==> config.mk <==
export PLATFORM = sky130hd
export DESIGN_NAME = mc_control_fsm_flat
export DESIGN_NICKNAME = d
export VERILOG_FILES = /design/src/rtl/mc_control_if.sv /design/src/rtl/mc_control_fsm.sv /design/src/flat_wrapper.sv
export SDC_FILE = /design/constraint.sdc
export NUM_CORES = 1
export LEC_CHECK = 0
export ABC_CLOCK_PERIOD_IN_PS = 1600
export CORE_ASPECT_RATIO = 1.1
export CORE_MARGIN = 2
export CORE_UTILIZATION = 34
export DETAILED_ROUTE_END_ITERATION = 8
export PLACE_DENSITY_LB_ADDON = 0.1
export SLEW_MARGIN = 20
export SYNTH_ARGS = -nofsm -noshare
export SYNTH_HDL_FRONTEND = slang
export SYNTH_SLANG_ARGS = --single-unit
==> constraint.sdc <==
create_clock -name clk -period 1.6 [get_ports clk]
set_input_delay 0.16 -clock clk [delete_from_list [all_inputs] [get_ports clk]]
set_output_delay 0.16 -clock clk [all_outputs]
set_load 0.05 [all_outputs]
==> src/rtl/mc_control_if.sv <==
// mc_control_if: instruction/flag inputs and datapath control strobes of the multicycle ARM sequencer
interface mc_control_if;
  logic [31:0] Instr;
  logic [3:0]  ALUFlags;
  logic        PCWrite;
  logic        MemWrite;
  logic        RegWrite;
  logic        IRWrite;
  logic        FPUWrite;
  logic        AdrSrc;
  logic [1:0]  RegSrc;
  logic        RegSrc64b;
  logic        Src_64b;
  logic [1:0]  ALUSrcA;
  logic [1:0]  ALUSrcB;
  logic [1:0]  ResultSrc;
  logic [1:0]  ImmSrc;
  logic [2:0]  ALUControl;
  logic [3:0]  state_o;
  modport master (
    input  Instr, ALUFlags,
    output PCWrite, MemWrite, RegWrite, IRWrite, FPUWrite, AdrSrc, RegSrc, RegSrc64b,
           Src_64b, ALUSrcA, ALUSrcB, ResultSrc, ImmSrc, ALUControl, state_o
  );
  modport slave (
    output Instr, ALUFlags,
    input  PCWrite, MemWrite, RegWrite, IRWrite, FPUWrite, AdrSrc, RegSrc, RegSrc64b,
           Src_64b, ALUSrcA, ALUSrcB, ResultSrc, ImmSrc, ALUControl, state_o
  );
endinterface

==> src/rtl/mc_control_fsm.sv <==
// mc_control_fsm: multicycle ARM sequencer with NZCV flags, 32/64-bit multiply and FPU paths
module mc_control_fsm #(
  parameter int FP_EXEC_CYC = 1
) (
  input logic        clk,
  input logic        reset,
  mc_control_if.master bus
);
  typedef enum logic [3:0] {
    FETCH, DECODE, MEMADR, MEMRD, MEMWB, MEMWR, EXECR, EXECI,
    ALUWB, BRANCH, EXECM, MULWB, FPEXEC, FPWB
  } state_t;
  localparam logic [3:0] FP_LAST = 4'(FP_EXEC_CYC - 1);
  state_t     state;
  logic [3:0] flags;
  logic [3:0] cnt;
  logic       cond_q;
  logic [1:0] op;
  logic [3:0] cmd;
  logic [3:0] cond;
  logic       s_bit;
  logic       mul;
  logic       dp_ok;
  logic       cmp;
  logic       cex;
  logic [7:0] tbl;
  logic [2:0] alu_cmd;
  logic [2:0] mul_alu;
  assign op      = bus.Instr[27:26];
  assign cmd     = bus.Instr[24:21];
  assign cond    = bus.Instr[31:28];
  assign s_bit   = bus.Instr[20];
  assign mul     = op == 2'b00 && !bus.Instr[25] && bus.Instr[7:4] == 4'b1001;
  assign dp_ok   = cmd inside {4'b0100, 4'b0010, 4'b0000, 4'b1100, 4'b1010};
  assign cmp     = cmd == 4'b1010;
  assign alu_cmd = cmd == 4'b0100 ? 3'b000 : cmd == 4'b0000 ? 3'b010 : cmd == 4'b1100 ? 3'b011 : 3'b001;
  assign mul_alu = !bus.Instr[23] ? 3'b100 : bus.Instr[22] ? 3'b110 : 3'b101;
  // Even conds test a flag predicate, odd conds its inverse; 111x is always.
  assign tbl = {1'b1, ~flags[2] & (flags[3] == flags[0]), flags[3] == flags[0], flags[1] & ~flags[2],
                flags[0], flags[3], flags[1], flags[2]};
  assign cex = &cond[3:1] | (tbl[cond[3:1]] ^ cond[0]);
  assign bus.state_o = state;
  // Condition is frozen at DECODE so a flag-setting op is judged on the flags it started with.
  always_ff @(posedge clk or posedge reset)
    if (reset) begin
      state  <= FETCH;
      flags  <= '0;
      cnt    <= '0;
      cond_q <= 1'b0;
    end else begin
      case (state)
        FETCH:  state <= DECODE;
        DECODE: begin
          cond_q <= cex;
          state  <= op == 2'b01 ? MEMADR : op == 2'b10 ? BRANCH : op == 2'b11 ? FPEXEC :
                    mul ? EXECM : !dp_ok ? FETCH : bus.Instr[25] ? EXECI : EXECR;
        end
        MEMADR: state <= s_bit ? MEMRD : MEMWR;
        MEMRD:  state <= MEMWB;
        EXECR, EXECI, EXECM: begin
          state <= state == EXECM ? MULWB : ALUWB;
          if ((s_bit | (cmp & !mul)) & cond_q) flags <= bus.ALUFlags;
        end
        FPEXEC: begin
          cnt   <= cnt == FP_LAST ? 4'd0 : cnt + 4'd1;
          state <= cnt == FP_LAST ? FPWB : FPEXEC;
        end
        default: state <= FETCH;
      endcase
    end
  always_comb begin
    bus.PCWrite    = 1'b0;
    bus.MemWrite   = 1'b0;
    bus.RegWrite   = 1'b0;
    bus.IRWrite    = 1'b0;
    bus.FPUWrite   = 1'b0;
    bus.AdrSrc     = 1'b0;
    bus.RegSrc     = 2'b00;
    bus.RegSrc64b  = 1'b0;
    bus.Src_64b    = 1'b0;
    bus.ALUSrcA    = 2'b00;
    bus.ALUSrcB    = 2'b00;
    bus.ResultSrc  = 2'b00;
    bus.ImmSrc     = 2'b00;
    bus.ALUControl = 3'b000;
    case (state)
      FETCH: begin
        bus.IRWrite   = !reset;
        bus.PCWrite   = !reset;
        bus.ALUSrcA   = 2'b01;
        bus.ALUSrcB   = 2'b10;
        bus.ResultSrc = 2'b10;
      end
      DECODE: begin
        bus.ALUSrcA   = 2'b01;
        bus.ALUSrcB   = 2'b10;
        bus.ResultSrc = 2'b10;
        bus.RegSrc64b = mul;
      end
      MEMADR: begin
        bus.ALUSrcB = 2'b01;
        bus.ImmSrc  = 2'b01;
      end
      MEMRD: bus.AdrSrc = 1'b1;
      MEMWR: begin
        bus.AdrSrc   = 1'b1;
        bus.MemWrite = cond_q;
        bus.RegSrc   = 2'b10;
      end
      MEMWB: begin
        bus.ResultSrc = 2'b01;
        bus.RegWrite  = cond_q;
      end
      EXECR: bus.ALUControl = alu_cmd;
      EXECI: begin
        bus.ALUSrcB    = 2'b01;
        bus.ALUControl = alu_cmd;
      end
      ALUWB: begin
        bus.RegWrite = cond_q & !cmp;
        bus.PCWrite  = cond_q & !cmp & (bus.Instr[15:12] == 4'hF);
      end
      BRANCH: begin
        bus.RegSrc    = 2'b01;
        bus.ALUSrcB   = 2'b01;
        bus.ImmSrc    = 2'b10;
        bus.ResultSrc = 2'b10;
        bus.PCWrite   = cond_q;
      end
      EXECM: begin
        bus.ALUControl = mul_alu;
        bus.RegSrc64b  = 1'b1;
      end
      MULWB: begin
        bus.RegWrite  = cond_q;
        bus.Src_64b   = bus.Instr[23];
        bus.RegSrc64b = 1'b1;
      end
      FPWB: bus.FPUWrite = cond_q;
      default: ;
    endcase
  end
endmodule
==> src/flat_wrapper.sv <==
// flat-port wrapper written by rule: the top's interface ports become plain ports
module mc_control_fsm_flat 
#(
  parameter int FP_EXEC_CYC = 1
)
  (clk, reset, bus_Instr, bus_ALUFlags, bus_PCWrite, bus_MemWrite, bus_RegWrite, bus_IRWrite, bus_FPUWrite, bus_AdrSrc, bus_RegSrc, bus_RegSrc64b, bus_Src_64b, bus_ALUSrcA, bus_ALUSrcB, bus_ResultSrc, bus_ImmSrc, bus_ALUControl, bus_state_o);
  mc_control_if bus_i ();
  input logic clk;
  input logic reset;
  input wire logic [$bits(bus_i.Instr)-1:0] bus_Instr;
  input wire logic [$bits(bus_i.ALUFlags)-1:0] bus_ALUFlags;
  output wire logic [$bits(bus_i.PCWrite)-1:0] bus_PCWrite;
  output wire logic [$bits(bus_i.MemWrite)-1:0] bus_MemWrite;
  output wire logic [$bits(bus_i.RegWrite)-1:0] bus_RegWrite;
  output wire logic [$bits(bus_i.IRWrite)-1:0] bus_IRWrite;
  output wire logic [$bits(bus_i.FPUWrite)-1:0] bus_FPUWrite;
  output wire logic [$bits(bus_i.AdrSrc)-1:0] bus_AdrSrc;
  output wire logic [$bits(bus_i.RegSrc)-1:0] bus_RegSrc;
  output wire logic [$bits(bus_i.RegSrc64b)-1:0] bus_RegSrc64b;
  output wire logic [$bits(bus_i.Src_64b)-1:0] bus_Src_64b;
  output wire logic [$bits(bus_i.ALUSrcA)-1:0] bus_ALUSrcA;
  output wire logic [$bits(bus_i.ALUSrcB)-1:0] bus_ALUSrcB;
  output wire logic [$bits(bus_i.ResultSrc)-1:0] bus_ResultSrc;
  output wire logic [$bits(bus_i.ImmSrc)-1:0] bus_ImmSrc;
  output wire logic [$bits(bus_i.ALUControl)-1:0] bus_ALUControl;
  output wire logic [$bits(bus_i.state_o)-1:0] bus_state_o;
  assign bus_i.Instr = bus_Instr;
  assign bus_i.ALUFlags = bus_ALUFlags;
  assign bus_PCWrite = bus_i.PCWrite;
  assign bus_MemWrite = bus_i.MemWrite;
  assign bus_RegWrite = bus_i.RegWrite;
  assign bus_IRWrite = bus_i.IRWrite;
  assign bus_FPUWrite = bus_i.FPUWrite;
  assign bus_AdrSrc = bus_i.AdrSrc;
  assign bus_RegSrc = bus_i.RegSrc;
  assign bus_RegSrc64b = bus_i.RegSrc64b;
  assign bus_Src_64b = bus_i.Src_64b;
  assign bus_ALUSrcA = bus_i.ALUSrcA;
  assign bus_ALUSrcB = bus_i.ALUSrcB;
  assign bus_ResultSrc = bus_i.ResultSrc;
  assign bus_ImmSrc = bus_i.ImmSrc;
  assign bus_ALUControl = bus_i.ALUControl;
  assign bus_state_o = bus_i.state_o;
  mc_control_fsm #(.FP_EXEC_CYC(FP_EXEC_CYC)) u_core (.clk(clk), .reset(reset), .bus(bus_i));
endmodule
* After elaboration in Yosys (flattened, before gate mapping)
Index checks and enable logic that the tools add are counted.
** Operators by class
- $mul :: 0
- Reduce and logical (&&, ||, !) cells :: 21
- Equality and inequality tests :: 23
- Add/subtract/negate cells :: 1
- Div/mod/pow operators :: 0
- Bitwise gates (word level) :: 10
- Order comparisons :: 1
- Shift-type cells :: 0
- Muxes and demuxes :: 32
** Operator list (number)
- equality test 4 bit (second input constant) :: 10
- two-way mux 4 bit :: 6
- case mux 4 bit (6 select lines) :: 1
- equality test 4 x 3 -> 1 bit (second input constant) :: 5
- case mux 2 bit (2 select lines) :: 4
- equality test 4 x 2 -> 1 bit (second input constant) :: 3
- zero test 4 bit :: 3
- two-way mux 3 bit :: 4
- OR reduction 2 bit :: 5
- two-way mux 1 bit :: 9
- OR reduction 3 bit :: 3
- AND 1 bit :: 6
- two-way mux 2 bit :: 3
- case mux 3 bit (2 select lines) :: 1
- nonzero test 5 bit :: 1
- adder 4 x 1 -> 4 bit (second input constant) :: 1
- equality test 2 bit (second input constant) :: 2
- equality test 4 x 1 -> 1 bit (second input constant) :: 1
- zero test 1 bit :: 4
- < comparator 3 x 4 -> 1 bit (second input constant) :: 1
- case mux 1 bit (2 select lines) :: 2
- binary-select mux 1 bit (select 3 bit) :: 1
- case mux 1 bit (3 select lines) :: 1
- AND reduction 3 bit :: 1
- 8 further kinds :: 10
** Word-level totals
- Bits in writable memories :: 0
- Memories :: 0
- Word-level logic and storage cells :: 92
- Flip-flop bits (word level) :: 13
- Input port bits :: 38
- ROM bits :: 0
- Latch bits :: 0
- Output and inout bits :: 25

* Depth between registers and ports, before layout
Gate-level depths: netlist of run 1.
- Depth in word-level cells :: 8
- Depth in mapped cells :: 6
- Gate-level depth less buffers :: 6

* Worst setup path before layout of run 1
Ideal clock, no wire load.
- Kind :: reg2out
- From :: reg u_core.state[0], in the netlist u_core.bus.state_o[0]
- To :: out bus_ALUControl[0]
- Data required time :: 1.440 ns
- Arrival time :: 2.653 ns
- Buffers on the path :: 1
- Stages on the path, launching flop included :: 6
- Path slack :: -1.213 ns
- Path through :: dfrtp_1 -> clkbuf_1 -> nand2b_1 -> nor2_1 -> nand2_1 -> o22ai_1
** On the way
- Longest elaborated chain between the ends :: 3
- Elaborated cells between the ends (all ways) :: 5
- Classes of those cells :: eq/ne (3); mux (1); reduce/logical (1)
** Ends and longest elaborated chain
- from (decl) :: line mc_control_fsm.sv:14 : state_t state;
- from (signal assigned) :: line mc_control_fsm.sv:55 : state <= op == 2'b01 ? MEMADR : op == 2'b10 ? BRANCH : op == 2'b11 ? FPEXEC :
- from (signal assigned) :: line mc_control_fsm.sv:58 : MEMADR: state <= s_bit ? MEMRD : MEMWR;
- from (signal assigned) :: line mc_control_fsm.sv:61 : state <= state == EXECM ? MULWB : ALUWB;
- equality test 4 x 3 -> 1 bit :: line mc_control_fsm.sv:86 : case (state)
- OR reduction 2 bit (no source line)
- case mux 3 bit (2 select lines) * :: line mc_control_fsm.sv:86
- to (decl) :: line flat_wrapper.sv:25 : output wire logic [$bits(bus_i.ALUControl)-1:0] bus_ALUControl;
Mark *: on every way between the ends. The rest lies on a longest branch, timed or not.

* Worst setup path after layout of run 1
- From :: reg u_core.state[2], in the netlist u_core.bus.state_o[2]
- To :: out bus_RegWrite
** On the way
- Longest elaborated chain between the ends :: 3
- Elaborated cells between the ends (all ways) :: 5
- Classes of those cells :: eq/ne (3); mux (1); reduce/logical (1)
** Ends and longest elaborated chain
- equality test 4 bit or equality test 4 x 3 -> 1 bit (tied branches) :: line mc_control_fsm.sv:86
- OR reduction 2 bit (no source line)
- case mux 1 bit (2 select lines) * :: line mc_control_fsm.sv:86
- to (decl) :: line flat_wrapper.sv:14 : output wire logic [$bits(bus_i.RegWrite)-1:0] bus_RegWrite;
Marks and branches as above.

==> results.py, run 1 <==
metrics = {
    "cells_and_area": {
        "n_fill_cell": 183,
        "area_growth_pct": 126,
        "diodes": 0,
        "layout-drive-gt1-share_pct": 56.3,
        "fin_nets": 254,
    },
    "power": {
        "power_density_nw_per_um2": 1990,
        "p_leak_uw": 0.00101,
        "max-vdd-ir-drop_v": 0.00281,
        "p_total_uw": 4810,
    },
    "synth": {
        "synth-simple-area-share_pct": 32.0,
        "async_flop_share_pct": 100,
        "synth.avg_cell_area_um2": 8.49,
        "synthesis.instances": 126,
        "synth.area.top_cells": "dfrtp_1 (30%), nor2_1 (4.9%), mux2_1 (4.2%), nand2_1 (3.9%), o21ai_0 (3.3%)",
        "synth_edf_count": 0,
        "yosys.area_share.adder_pct": 2.34,
        "yosys.cell_types.count": 45,
        "syn_area_um2": 1070,
        "ys.flop_type": "dfrtp_1",
        "yosys_warnings": 0,
        "synth_top_area_cell": "dfrtp_1",
        "synthesis.nets": 166,
        "synth_compound_area_share_pct": 17.2,
        "synth-xor-area-share_pct": 4.09,
        "synth_seq_cells": 13,
        "synthMuxAreaShare_pct": 8.77,
        "synth_top_family_by_area": "simple AND/OR/NAND/NOR gates",
        "synth_top_area_share_pct": 30.4,
        "ys_seq_area_share_pct": 30.4,
    },
    "grt": {
        "grt_max_degree": 14,
        "grt_pass1_wl_um": 6310,
        "antenna_found_initial": 0,
        "gr-total-overflow": 0,
        "grt_usage_pct": 22.0,
        "grt_pass1_vias": 1345,
    },
    "timing": {
        "fmax_ghz": 0.563,
        "period_share_pct": 111,
        "finalSetupViolCount": 21,
        "fin_worst_skew_ns": 0.00365,
        "hold_viol": 0,
        "setup_ws_ns": -0.176,
        "tns_ns": -1.60,
        "maxSlewViolCount": 0,
        "fin_crit_ns": 1.78,
        "rsz0062_at_grt": "true",
        "holdWs_ns": 0.203,
    },
    "cts": {
        "cts_buffer_depth": 2,
        "cts.root.buffer_cell": "clkbuf_4",
        "cts_tree": "yes",
        "cts_buffers": 3,
        "clock-sinks": 13,
        "clk_pin_slew_ns": 0.08,
        "clk_latency_ns": 0.27,
        "h-tree-depth": 1,
        "cts-hold-fix-buffers": 0,
    },
    "worst_setup_path": {
        "startpoint": "u_core.bus.state_o[2]",
        "required_ns": 1.44,
        "path_max_fanout": 8,
        "arrival_ns": 1.62,
        "worstSetupPathType": "reg -> out",
        "r2r-start": "u_core.bus.state_o[2]",
        "end_kind": "primary output",
        "cp-start-kind": "flop",
    },
    "floorplan": {
        "rows": 21,
        "die_h_um": 62.8,
        "initial_core_util_pct": 35.4,
        "die-width_um": 57.5,
        "core-area_um2": 3020,
        "io_pins": 63,
        "dieArea_um2": 3610,
    },
    "place": {
        "dp_hpwl_um": 2900,
        "gp_congestion": 0.800,
        "port-buffer-count": 49,
    },
    "detailed_routing": {
        "vias_per_cell": 5.42,
        "wl_per_cell_um": 15.5,
        "first_pass_iters": 4,
        "antenna_left": 0,
        "drt_iter0_drc": 27,
        "route.detailed.drc": 0,
        "vias": 1339,
        "drt_wl_total_um": 3830,
    },
    "run_status": {
        "status": "finished, violations left",
        "failed_checks": "setup timing",
    },
    "run": {
        "max_cap_viol_count": 0,
    },
    "min_path": {
        "hold_class": "in -> async",
    },
}
[routing by layer]
| layer | track usage [%] | wire (um) |
|---|---|---|
| met5 | 0 | 0 |
| met4 | 8.72 | 53 |
| met3 | 2.48 | 145 |
| met2 | 39.1 | 2110 |
| met1 | 26.3 | 1520 |
[final cells by class]
cell class                 instances  area [um2]  area share (%)
timing repair buffer              89        1040            43.0
multi-input combinational        101         952            39.3
sequential                        13         330            13.6
tap                               34        42.5            1.76
inverter                           6        28.8            1.19
clock buffer                       4        26.3            1.09
[per-stage QoR]
stage | util (%) | std cells | instance area [um2] | setup WS, ns
finish | 80.1 | 247 | 2420 | -0.176
CTS | 78.3 | 246 | 2360 | -0.169
floorplan | - | 126 | 1270 | -0.239
global route | 80.1 | 247 | 2420 | -0.269
global placement | 71.8 | 229 | 2170 | -0.220
detailed placement | 71.8 | 229 | 2170 | -0.299
[sequential cells by signal (all words and copies together), names as in the netlist]
| register | cells |
|---|---|
| u_core.cnt | 4 |
| u_core.bus.state_o | 4 |
| u_core.cond_q | 1 |
| u_core.flags | 4 |
[worst paths after layout]
path	endpoint	slack (ns)	cells after the start
min in group clk	u_core.flags[2]	0.48	2
max in group asynchronous	u_core.bus.state_o[1]	1.22	3
min reg2reg	u_core.cnt[3]	0.51	1
min	u_core.bus.state_o[3]	0.20	3
max reg2reg	u_core.flags[2]	-0.07	4
max	bus_RegWrite	-0.18	7
[where the power goes]
group          internal (uW)  switching [uW]  total [uW]
combinational           1960            2050        4010
clock                   96.6             102         199
sequential               429             168         597
[timing repair]
item	in CTS	in global routing
pin swaps	10	6
gates resized for setup	20	13
setup endpoints to repair	21	25
buffers inserted	13	1
[critical path, stage by stage (launching register included)]
cell and delay, ns:
dfrtp_2 0.47, buf_6 0.14, nor2b_4 0.15, nand2_1 0.08
a21boi_1 0.13, a31oi_1 0.08, nor2b_4 0.16, buf_12 0.14
[cell usage in the layout, fill, tap and decap left out, drive strengths merged, types with 4 or more instances in the layout]
master | synthesis | layout
nand2 | 11 | 11
clkdlybuf4s50 | 0 | 21
mux2 | 6 | 6
inv | 6 | 5
dlygate4sd2 | 0 | 4
nand2b | 5 | 5
nor2 | 14 | 14
buf | 4 | 64
a21oi | 5 | 5
nor3b | 4 | 4
o21ai | 8 | 8
clkbuf | 2 | 4
nor2b | 4 | 4
dfrtp | 13 | 13
nor3 | 4 | 4
[Yosys cell counts, types with 2 or more instances]
master and instances:
nand4bb_1 2, nand4_1 3, ha_1 2, mux2_1 4
nand2b_1 5, nor3b_1 4, clkbuf_1 2, o21ai_0 7
nor2b_1 4, mux2_2 2, nand3b_1 2, or3_1 2
a31oi_1 3, xnor2_1 3, xor2_1 2, dfrtp_1 13
nand3_1 2, inv_1 6, a21oi_1 5, buf_2 2
nor3_1 3, o32ai_1 2, nor2_1 14, nand2_1 11
[logic make-up (layout without fill, tap and decap cells)]
logic type	after synthesis	in the layout
buffers and inverters	12	99
other	1	1
AOI/OAI and AO/OA	27	27
muxes	7	7
DFF	13	13
adders and majority gates	2	2
xor gates and xnor gates	5	5
and+or+nand+nor	59	59
No activity file was read; power rests on OpenSTA's default activity.
==> run 2: changes to the inputs <==
- GPL_TIMING_DRIVEN: not set -> 0
==> results.py, run 2 (synthesis results as in run 1) <==
metrics = {
    "run_status": {
        "status": "finished, violations left",
        "failed_checks": "setup timing",
    },
    "worst_setup_path": {
        "critPathSlowestCell": "dfrtp_2",
        "worstSetupPathType": "reg -> out",
        "end_kind": "primary output",
        "cp-start-kind": "flop",
        "crit_buf_inv": 2,
        "max_stage_delay_ns": 0.47,
        "arrival_ns": 1.62,
        "path_max_fanout": 6,
        "r2r_cells": 4,
        "critical-path-top-delay-family": "flip-flops",
        "required_ns": 1.44,
        "crit_chain": "buf_8, nor2_1, and3_2, a21oi_2, o21ai_4, buf_6",
        "worst-path-stages": 6,
        "reg2reg_slack_ns": -0.02,
    },
    "cts": {
        "cts_buffer_depth": 2,
        "clock-sinks": 13,
        "cts.root.buffer_cell": "clkbuf_4",
        "clk_latency_ns": 0.27,
        "cts_tree": "yes",
        "cts-hold-fix-buffers": 0,
        "clk_pin_slew_ns": 0.08,
        "h-tree-depth": 1,
        "cts_buffers": 3,
    },
    "timing": {
        "finalSetupViolCount": 15,
        "period_share_pct": 111,
        "maxSlewViolCount": 0,
        "rsz0062_at_grt": "true",
        "fin_worst_skew_ns": 0.00108,
        "setup_ws_ns": -0.178,
        "hold_viol": 0,
        "fmax_ghz": 0.562,
        "fin_crit_ns": 1.78,
    },
    "grt": {
        "gr-total-overflow": 0,
        "grt_usage_pct": 19.3,
        "grt_pass1_vias": 1264,
        "grt_pass1_wl_um": 5690,
        "grt_max_degree": 15,
        "antenna_found_initial": 0,
    },
    "floorplan": {
        "core-area_um2": 3020,
        "rows": 21,
        "die-width_um": 57.5,
        "dieArea_um2": 3610,
        "initial_core_util_pct": 35.4,
        "io_pins": 63,
        "die_h_um": 62.8,
    },
    "detailed_routing": {
        "drt_iter0_drc": 31,
        "first_pass_iters": 4,
        "route.detailed.drc": 0,
        "vias_per_cell": 5.29,
        "drt_wl_total_um": 3550,
        "antenna_left": 0,
        "wl_per_cell_um": 14.6,
        "vias": 1285,
    },
    "power": {
        "power_density_nw_per_um2": 1950,
        "p_leak_uw": 0.000999,
        "p_total_uw": 4350,
        "max-vdd-ir-drop_v": 0.00248,
    },
    "min_path": {
        "hold_class": "in -> async",
    },
    "cells_and_area": {
        "diodes": 0,
        "fin_nets": 250,
        "mostFrequentLayoutCell": "buf_4",
        "layout-drive-gt1-share_pct": 52.6,
        "layout_common_cells": "buf_4 (31), clkdlybuf4s50_1 (14), buf_6 (14), dlygate4sd2_1 (13), dfrtp_1 (9)",
        "area_growth_pct": 109,
    },
    "run": {
        "max_cap_viol_count": 0,
    },
    "place": {
        "dp_hpwl_um": 2400,
        "gp_congestion": 0.815,
        "port-buffer-count": 49,
        "dp_slack_ns": -0.784,
    },
}
-- run 2: cell count changes in the layout (fill, tap and decap cells not counted), moves of 2 or more --
| cell | delta |
|---|---|
| buf_4 | -5 |
| buf_6 | +10 |
| buf_12 | -22 |
| dlygate4sd2_1 | +9 |
| dlymetal6s2s_1 | +2 |
| clkdlybuf4s50_1 | -7 |
| buf_8 | +6 |
| nand2b_2 | +2 |
-- run 2: stage by stage --
step                      cell area [um2]  hold WS [ns]  TNS (ns)  std cells  utilization [%]
after floorplan                      1270        0.0416    -0.779        126                -
after global placement               1810         0.461    -11.13        209             59.8
after detailed placement             1810         0.482    -11.43        209             59.8
after CTS                            2040         0.225     -1.32        233             67.6
after global routing                 2230         0.133     -2.29        243             73.8
final                                2230         0.119    -0.937        243             73.8
-- run 2: path summary, 6_finish.rpt --
path                                       start                    end
setup / recovery           u_core.bus.state_o[2]            bus_PCWrite
hold / removal                             reset          u_core.cnt[2]
setup reg to reg           u_core.bus.state_o[2]        u_core.flags[1]
hold reg to reg                  u_core.flags[1]        u_core.flags[1]
max in group asynchronous                  reset  u_core.bus.state_o[0]
min in group clk                   bus_Instr[26]  u_core.bus.state_o[0]
-- run 2: report_power, final --
part,leakage [uW],internal [uW],switching [uW],total (uW)
Sequential,0.000166,429,145,574
Clock,0.0000150,96.5,106,202
Combinational,0.000818,1600,1970,3580
-- run 2: layout make-up --
cell class,count,area [um2]
Tap cell,34,42.5
Multi-Input combinational cell,101,965
Fill cell,216,791
Inverter,6,30.0
Buffer,5,72.6
Clock buffer,4,26.3
Timing Repair Buffer,80,764
Sequential cell,13,330
-- run 2: metal layers --
layer / vias up / global-route usage [%] / part of all wire, %
li1: 626 / - / -
met4: 0 / 5.81 / 1.0
met1: 620 / 22.4 / 38
met3: 4 / 3.11 / 5.0
met2: 35 / 35.4 / 56
met5: - / 0 / 0
-- run 2: timing repair --
action,in CTS,in global routing
cloned,0,1
resized for setup,153,34
pin swaps,14,10
setup buffers,20,11
endpoints found under the setup margin,30,28
-- run 2: worst register-to-register path: stages (launching register included) --
cell and delay [ns]:
dfrtp_2 0.47, nand2b_2 0.24, o21ai_1 0.20, o2111ai_2 0.23
mux2_1 0.37
